$ cat config.mk
export PLATFORM = sky130hd
export DESIGN_NAME = div_unit
export DESIGN_NICKNAME = d
export VERILOG_FILES = /design/src/rtl/div_unit_pkg.sv /design/src/rtl/div_unit.sv
export SDC_FILE = /design/constraint.sdc
export NUM_CORES = 1
export LEC_CHECK = 0
export BUFFER_PORTS_ARGS = -buffer_cell sky130_fd_sc_hd__buf_2
export CORE_ASPECT_RATIO = 1.1
export CORE_MARGIN = 5
export CORE_UTILIZATION = 50
export DETAILED_ROUTE_END_ITERATION = 8
export GPL_TIMING_DRIVEN = 0
export PLACE_DENSITY = 0.69
export SYNTH_ARGS = -nofsm -noshare
export SYNTH_HDL_FRONTEND = slang
export SYNTH_SLANG_ARGS = --single-unit
$ cat constraint.sdc
create_clock -name clk -period 6.45 [get_ports clk]
set_input_delay 0 -clock clk [delete_from_list [all_inputs] [get_ports clk]]
set_output_delay 0 -clock clk [all_outputs]
set_load 0.03 [all_outputs]
$ cat src/rtl/div_unit_pkg.sv
// Shared types for the iterative divide unit.
package div_unit_pkg;

   // Operation encoding presented by the execute stage.
   typedef enum logic [1:0] {
      SS_DIV = 2'b00,
      UU_DIV = 2'b01,
      SS_REM = 2'b10,
      UU_REM = 2'b11
   } div_type_t;

endpackage

$ cat src/rtl/div_unit.sv
// Iterative radix-2 restoring 32-bit divide/remainder unit (DIV/DIVU/REM/REMU).
module div_unit
   import div_unit_pkg::*;
(
   input  logic        clk,
   input  logic        rst_n,
   input  logic        flush,
   input  logic        req_valid,
   output logic        req_ready,
   input  logic [1:0]  req_op,
   input  logic [31:0] req_a,
   input  logic [31:0] req_b,
   input  logic [4:0]  req_rd,
   output logic        resp_valid,
   input  logic        resp_ready,
   output logic [31:0] resp_result,
   output logic [4:0]  resp_rd,
   output logic        busy
);

   localparam int unsigned XLEN  = 32;
   localparam int unsigned CNT_W = 5;
   localparam int unsigned TAG_W = 5;

   localparam logic [1:0] IDLE = 2'd0;
   localparam logic [1:0] CALC = 2'd1;
   localparam logic [1:0] DONE = 2'd2;

   localparam logic [XLEN-1:0] INT_MIN = {1'b1, {(XLEN-1){1'b0}}};

   logic [1:0]       state_q, state_d;
   logic [CNT_W-1:0] cnt_q, cnt_d;
   logic [XLEN:0]    rem_q, rem_d;
   logic [XLEN-1:0]  quo_q, quo_d;
   logic [XLEN-1:0]  dvs_q, dvs_d;
   logic             is_rem_q, is_rem_d;
   logic             neg_q_q, neg_q_d;
   logic             neg_r_q, neg_r_d;
   logic [XLEN-1:0]  result_q, result_d;
   logic [TAG_W-1:0] rd_q, rd_d;

   div_type_t        op;
   logic             op_signed, op_rem;
   logic             a_neg, b_neg;
   logic [XLEN-1:0]  a_mag, b_mag;
   logic             div_zero, ovf;
   logic [XLEN+1:0]  shifted, diff;
   logic             diff_neg;
   logic [XLEN:0]    rem_n;
   logic [XLEN-1:0]  quo_n, q_fix, r_fix;

   // Request decode: signedness, operand magnitudes and special cases.
   assign op        = div_type_t'(req_op);
   assign op_signed = (op == SS_DIV) || (op == SS_REM);
   assign op_rem    = (op == SS_REM) || (op == UU_REM);
   assign a_neg     = op_signed & req_a[XLEN-1];
   assign b_neg     = op_signed & req_b[XLEN-1];
   assign a_mag     = a_neg ? XLEN'(-req_a) : req_a;
   assign b_mag     = b_neg ? XLEN'(-req_b) : req_b;
   assign div_zero  = (req_b == '0);
   assign ovf       = op_signed && (req_a == INT_MIN) && (req_b == '1);

   // One restoring step: shift in next dividend bit, trial-subtract divisor.
   assign shifted  = {rem_q, quo_q[XLEN-1]};
   assign diff     = shifted - {2'b00, dvs_q};
   assign diff_neg = diff[XLEN+1];
   assign rem_n    = diff_neg ? shifted[XLEN:0] : diff[XLEN:0];
   assign quo_n    = {quo_q[XLEN-2:0], ~diff_neg};

   // Sign correction applied on the final iteration.
   assign q_fix = neg_q_q ? XLEN'(-quo_n) : quo_n;
   assign r_fix = neg_r_q ? XLEN'(-rem_n[XLEN-1:0]) : rem_n[XLEN-1:0];

   // Next-state and datapath update; flush overrides everything.
   always_comb begin
      state_d  = state_q;
      cnt_d    = cnt_q;
      rem_d    = rem_q;
      quo_d    = quo_q;
      dvs_d    = dvs_q;
      is_rem_d = is_rem_q;
      neg_q_d  = neg_q_q;
      neg_r_d  = neg_r_q;
      result_d = result_q;
      rd_d     = rd_q;

      if (flush) begin
         state_d = IDLE;
      end else begin
         case (state_q)
            IDLE: begin
               if (req_valid) begin
                  rd_d     = req_rd;
                  is_rem_d = op_rem;
                  neg_q_d  = a_neg ^ b_neg;
                  neg_r_d  = a_neg;
                  dvs_d    = b_mag;
                  rem_d    = '0;
                  quo_d    = a_mag;
                  cnt_d    = CNT_W'(XLEN - 1);
                  if (div_zero) begin
                     result_d = op_rem ? req_a : '1;
                     state_d  = DONE;
                  end else if (ovf) begin
                     result_d = op_rem ? '0 : INT_MIN;
                     state_d  = DONE;
                  end else begin
                     state_d = CALC;
                  end
               end
            end
            CALC: begin
               rem_d = rem_n;
               quo_d = quo_n;
               if (cnt_q == '0) begin
                  result_d = is_rem_q ? r_fix : q_fix;
                  state_d  = DONE;
               end else begin
                  cnt_d = cnt_q - CNT_W'(1);
               end
            end
            DONE: begin
               if (resp_ready) state_d = IDLE;
            end
            default: state_d = IDLE;
         endcase
      end
   end

   // State and datapath registers.
   always_ff @(posedge clk or negedge rst_n) begin
      if (!rst_n) begin
         state_q  <= IDLE;
         cnt_q    <= '0;
         rem_q    <= '0;
         quo_q    <= '0;
         dvs_q    <= '0;
         is_rem_q <= 1'b0;
         neg_q_q  <= 1'b0;
         neg_r_q  <= 1'b0;
         result_q <= '0;
         rd_q     <= '0;
      end else begin
         state_q  <= state_d;
         cnt_q    <= cnt_d;
         rem_q    <= rem_d;
         quo_q    <= quo_d;
         dvs_q    <= dvs_d;
         is_rem_q <= is_rem_d;
         neg_q_q  <= neg_q_d;
         neg_r_q  <= neg_r_d;
         result_q <= result_d;
         rd_q     <= rd_d;
      end
   end

   assign req_ready   = (state_q == IDLE);
   assign resp_valid  = (state_q == DONE);
   assign busy        = (state_q != IDLE);
   assign resp_result = result_q;
   assign resp_rd     = rd_q;

endmodule

Word-level counts from Yosys, hierarchy flattened:

Index checks and enable logic that the tools add are counted.

* flip-flop bits (word level): 144
* word-level logic and storage cells: 76
* output and inout port bits: 40
* bits of input ports: 76

* add/subtract/negate cells: 6
* reductions and logical operators: 15
* eq/ne operators: 13
* mux-type cells: 27
* bitwise operators: 5

Operator list (number)
* 32-bit two-way mux: 12
* 32-bit negator: 4
* 32-bit case mux with 2 select lines: 2
* 33-bit two-way mux: 2
* 33-bit case mux with 2 select lines: 1
* 32-bit equality test, second input constant: 2
* 34-bit by 32-bit subtractor with 34-bit output: 1
* 32-bit zero test: 1
* 2-bit two-way mux: 6
* 5-bit two-way mux: 2
* 5-bit case mux with 2 select lines: 1
* 3-bit AND reduction: 3
* 2-bit equality test, second input constant: 3
* 2-bit inequality test, second input constant: 3
* 3-bit inequality test, second input constant: 2
* 2-bit case mux with 3 select lines: 1
* 5-bit zero test: 1
* 5-bit AND reduction: 1
* 5-bit by 1-bit subtractor with 5-bit output, second input constant: 1
* 2-bit zero test: 2
* 4-bit AND reduction: 1
* 2-bit nonzero test: 2
* 3-bit by 1-bit inequality test with 1-bit output, second input constant: 1
* 3-bit by 2-bit inequality test with 1-bit output, second input constant: 1
* 6 further kinds: 10

Depth between registers and ports, before layout:

* depth after elaboration: 9
* mapped depth: 25
* mapped depth without buffers: 21

Worst setup path before layout:

Ideal clock, no wire load.

* kind: flip-flop to flip-flop
* from: register rem_q[10]
* to: register result_q[30], in the netlist resp_result[30]
* setup slack: 1.297 ns
* arrival time: 5.043 ns
* buffers on the path: 4
* stages on the path, launching flop included: 25
* cells stage by stage: dfrtp_1 -> ha_1 -> buf_2 -> nand4_1 -> nor2_1 -> a221oi_2 -> a2111oi_4 -> o21a_1 -> buf_4 -> nor2_2 -> inv_1 -> clkbuf_8 -> clkbuf_1 -> nor2_1 -> a21oi_1 -> ha_1 -> inv_1 -> a2111oi_0 -> o211ai_1 -> nor4_1 -> o2bb2ai_1 -> or3_1 -> a211oi_1 -> nor4b_1 -> o41ai_1

* longest elaborated chain between the ends: 7
* elaborated cells between the ends (all ways): 10

Ends and longest elaborated chain
* start, declared: line div_unit.sv:33 `logic [XLEN:0] rem_q, rem_d;`
* start signal, assigned: line div_unit.sv:146 `rem_q <= rem_d;`
* 34-bit by 32-bit subtractor with 34-bit output: line div_unit.sv:65 `assign diff = shifted - {2'b00, dvs_q};`
* 33-bit two-way mux or 1-bit NOT (tied branches): line div_unit.sv:67, div_unit.sv:68
* 32-bit negator, on equally long branches: line div_unit.sv:72, div_unit.sv:71
* 32-bit two-way mux, on equally long branches: line div_unit.sv:72, div_unit.sv:71
* 32-bit two-way mux (*): line div_unit.sv:116 `result_d = is_rem_q ? r_fix : q_fix;`
* 32-bit two-way mux (*): line div_unit.sv:115 `if (cnt_q == '0) begin`
* 32-bit case mux with 2 select lines (*): line div_unit.sv:90 `case (state_q)`
* end signal, assigned: line div_unit.sv:152 `result_q <= result_d;`
* end, declared: line div_unit.sv:39 `logic [XLEN-1:0] result_q, result_d;`

Every way passes the cells marked *; elsewhere a longest branch is shown, timed or not. The select of a mux whose other input is x is not followed.
A chain may end at the register's enable or synchronous reset.

Worst setup path in the final report:

* from: register dvs_q[28]
* to: register result_q[30], in the netlist resp_result[30]

* longest elaborated chain between the ends: 7
* elaborated cells between the ends (all ways): 10

Ends and longest elaborated chain
* start, declared: line div_unit.sv:35 `logic [XLEN-1:0] dvs_q, dvs_d;`
* start signal, assigned: line div_unit.sv:148 `dvs_q <= dvs_d;`
* 34-bit by 32-bit subtractor with 34-bit output (*): line div_unit.sv:65
* 33-bit two-way mux or 1-bit NOT (tied branches): line div_unit.sv:67, div_unit.sv:68
* 32-bit negator, on equally long branches: line div_unit.sv:72, div_unit.sv:71
* 32-bit two-way mux, on equally long branches: line div_unit.sv:72, div_unit.sv:71
* 32-bit two-way mux (*): line div_unit.sv:116
* 32-bit two-way mux (*): line div_unit.sv:115
* 32-bit case mux with 2 select lines (*): line div_unit.sv:90

Marks and branches as above.

==> metrics.yaml <==
synth:
  synth-async-reset-ratio: 1.00
  synth-seq-cells: 144
  yosys.area.top_type: "dfrtp_1"
  seq_area_frac_synth: 0.297
  postSynthCellCount: 1549
  yosys-top-cells-area: "dfrtp_1 30%, o21ai_0 8.9%, nand2_1 5.9%"
  synth_mux_area_frac: 0.0333
  synth_xor_area_frac: 0.0939
  netlist-cell-type-count: 91
  synth_top_flop_cell: "dfrtp_1"
  synth_top_family_by_area: "compound AO/OA/AOI/OAI gates"
  synth.top_cell.area_share: 0.297
  synth_compound_area_frac: 0.278
  synth-simple-area-share: 0.201
  synthAdderAreaFrac: 0.0419
  synth_nets: 1665
  synth_edf_count: 0
  syn_area_per_cell_um2: 7.83
  yosys_warnings: 0
  synth_area_um2: 12100
worst_setup_path:
  cp.arrival_ns: 6.40
  cp-end-kind: "register"
  crit_type: "register to register"
  crit_required_ns: 6.77
  r2r_end: "resp_result[30]$_DFFE_PN0P_"
  critPathLaunchType: "register"
  rrSetupSlack_ns: 0.38
  crit_fanout: 19
  r2r_cells: 23
  r2r_start: "dvs_q[28]$_DFFE_PN0P_"
clocking:
  numClockSinks: 144
  clockBufferDepth: 2
  path_clk_slew_ns: 0.07
  clk_latency_ns: 0.44
  cts_tree: "built"
  htreeDepth: 4
  cts_root_buf: "clkbuf_16"
  cts-buffers-inserted: 17
route:
  dr.pass1.iters: 6
  drtIter0Drc: 1200
  drc: 0
  routedWlPerCell_um: 21.3
  via_per_inst: 6.20
  drtAntennaViolNets: 0
  routed_wl_mm: 43.6
  vias: 12700
run:
  cap_violations: 0
power_and_ir_drop:
  ir_drop_v: 0.000226
  p_leak_nw: 6.03
  power_mw: 5.80
  powerDensity_nw_per_um2: 409
floorplanning:
  start_util: 0.510
  die_height_um: 173
  placementRows: 59
  core-area_um2: 23800
  pin_count: 116
  die_x_um: 158
  die-area_um2: 27500
global_routing:
  antenna_found_initial: 0
  globalRoute.totalOverflow: 0
  grt_pass1_wl_mm: 68.6
  grt_pass1_vias: 12400
  grt_max_degree: 78
  track_usage: 0.318
timing:
  slew_viol_final: 0
  rsz0062_at_grt: "false"
  setup_ws_ns: 0.378
  holdWs_ns: 0.0158
  finalSetupTns_ns: 0
  fin_crit_ns: 6.07
  finalHoldViolations: 0
  setup_viol: 0
  clock-skew-final_ns: 0.0177
  relSlewSlack: 0.297
  finalCritPeriodShare: 0.941
  worstMarginPinSlew_ns: 1.05
  max_freq_mhz: 165
finish:
  fin_nets: 1846
  fill_cells: 2246
  final_core_util: 0.597
  diodes: 0
  final_area_um2: 14200
  final_cells: 2048
  syn2layout_area_growth_pct: 17.1
  mostFrequentLayoutCell: "o21ai_0"
  drive_above_1_share: 0.131
  mostFrequentLayoutCells: "215 x o21ai_0, 191 x nand2_1, 144 x dfrtp_1"
worst_hold_path:
  hp-class: "input port to register"
  min_to: "resp_result[6]$_DFFE_PN0P_"
  min_delay_path_depth: 3
  worstHoldStart: "req_a[6]"
placement:
  dpl_worst_slack_ns: -0.353
  io_buffers: 114
  placed_cell_area_um2: 13100
  place_hpwl_mm: 33.5
  gp_congestion: 0.977
  numPlacedInstances: 1969
outcome:
  outcome: "completed"
metal layers:
metal  GRT usage  part of all wire  vias to the layer above
li1            -                 -                     5960
met2       0.498              0.46                      616
met5           0                 0                        -
met3      0.0424             0.075                      142
met1       0.417              0.40                     5978
met4       0.191             0.069                        0
sequential cells by signal (all words and copies together) (netlist names):
register,cells
cnt_q,5
dvs_q,32
is_rem_q,1
neg_q_q,1
neg_r_q,1
quo_q,32
rem_q,33
resp_rd,5
resp_result,32
state_q,2
worst max-delay path, cell delays in order, from the launching register on:
cell and delay, ns:
dfrtp_1 0.37, inv_1 0.14, ha_1 0.25, buf_2 0.17
a21oi_1 0.14, o21ai_0 0.13, a2111oi_1 0.57, o21ai_2 0.22
o21a_1 0.22, buf_4 0.17, nor2_2 0.20, inv_1 0.16
clkbuf_8 0.25, mux2i_1 0.28, ha_1 0.23, inv_1 0.11
a2111oi_0 0.48, o211ai_1 0.23, nor4_2 0.23, o2bb2ai_2 0.21
or3_1 0.41, a211oi_1 0.33, nor4b_1 0.11, o41ai_1 0.36
cell families (layout without fill, tap and decap cells):
kind of cell,count (synthesis),after routing
AND/OR/NAND/NOR,505,505
adder cells (fa/ha/maj),40,40
buffers and inverters,150,344
XOR/XNOR,130,130
AO/OA/AOI/OAI,541,541
flip-flops,144,144
multiplexers,39,39
worst max path at each step:
stage / start / to / slack, ns
2_1_floorplan: rem_q[10]$_DFFE_PN0P_ / resp_result[30]$_DFFE_PN0P_ / 1.30
3_3_place_gp: rem_q[9]$_DFFE_PN0P_ / resp_result[30]$_DFFE_PN0P_ / -0.35
3_5_place_dp: rem_q[9]$_DFFE_PN0P_ / resp_result[30]$_DFFE_PN0P_ / -0.35
5_1_grt: dvs_q[28]$_DFFE_PN0P_ / resp_result[30]$_DFFE_PN0P_ / 0.009
6_report: dvs_q[28]$_DFFE_PN0P_ / resp_result[30]$_DFFE_PN0P_ / 0.38
4_1_cts: rem_q[9]$_DFFE_PN0P_ / resp_result[30]$_DFFE_PN0P_ / 0.09
synth_stat cells, drive strengths merged, types with 3 or more instances:
cell	count
a311oi	3
clkbuf	66
nor4b	4
nand2b	16
nor3	37
xnor2	66
mux2	11
o21a	10
o41ai	16
nand3	17
a21o	15
nor2	107
or4	15
a31oi	15
ha	39
a211oi	13
dfrtp	144
nand2	191
and4	3
or3	28
inv	60
a21oi	141
buf	23
o21ai	222
o31a	3
nand4	16
mux2i	28
o31ai	32
and3	13
o211ai	16
or2	7
nor2b	12
a22o	8
a221oi	6
a21boi	5
xor2	64
o221ai	3
o21bai	5
a2111oi	5
nor4	19
nor3b	5
and2	9
report_power, final:
part	total, mW	switching (mW)	internal (mW)
Clock	0.998	0.454	0.545
Sequential	1.33	0.226	1.11
Combinational	3.47	2.23	1.24
Total	5.80	2.91	2.89
layout make-up:
class | instances | area [µm²] | area share
plain buffers | 88 | 427 | 0.0300
clock buffers | 18 | 429 | 0.0302
clock inverters | 14 | 144 | 0.0101
inverters | 61 | 229 | 0.0161
multi-input cells | 1255 | 7910 | 0.557
flip-flops and latches | 144 | 3600 | 0.254
well taps | 305 | 382 | 0.0269
repair buffers | 163 | 1080 | 0.0759
timing repair:
item,in CTS,in global routing
cloned,0,0
hold endpoints to repair,107,0
gates resized for setup,0,9
setup buffers,0,3
setup endpoints to repair,9,7
pin swaps,0,2
hold buffers,45,0
Note: power is estimated with default switching activity, not from simulation.
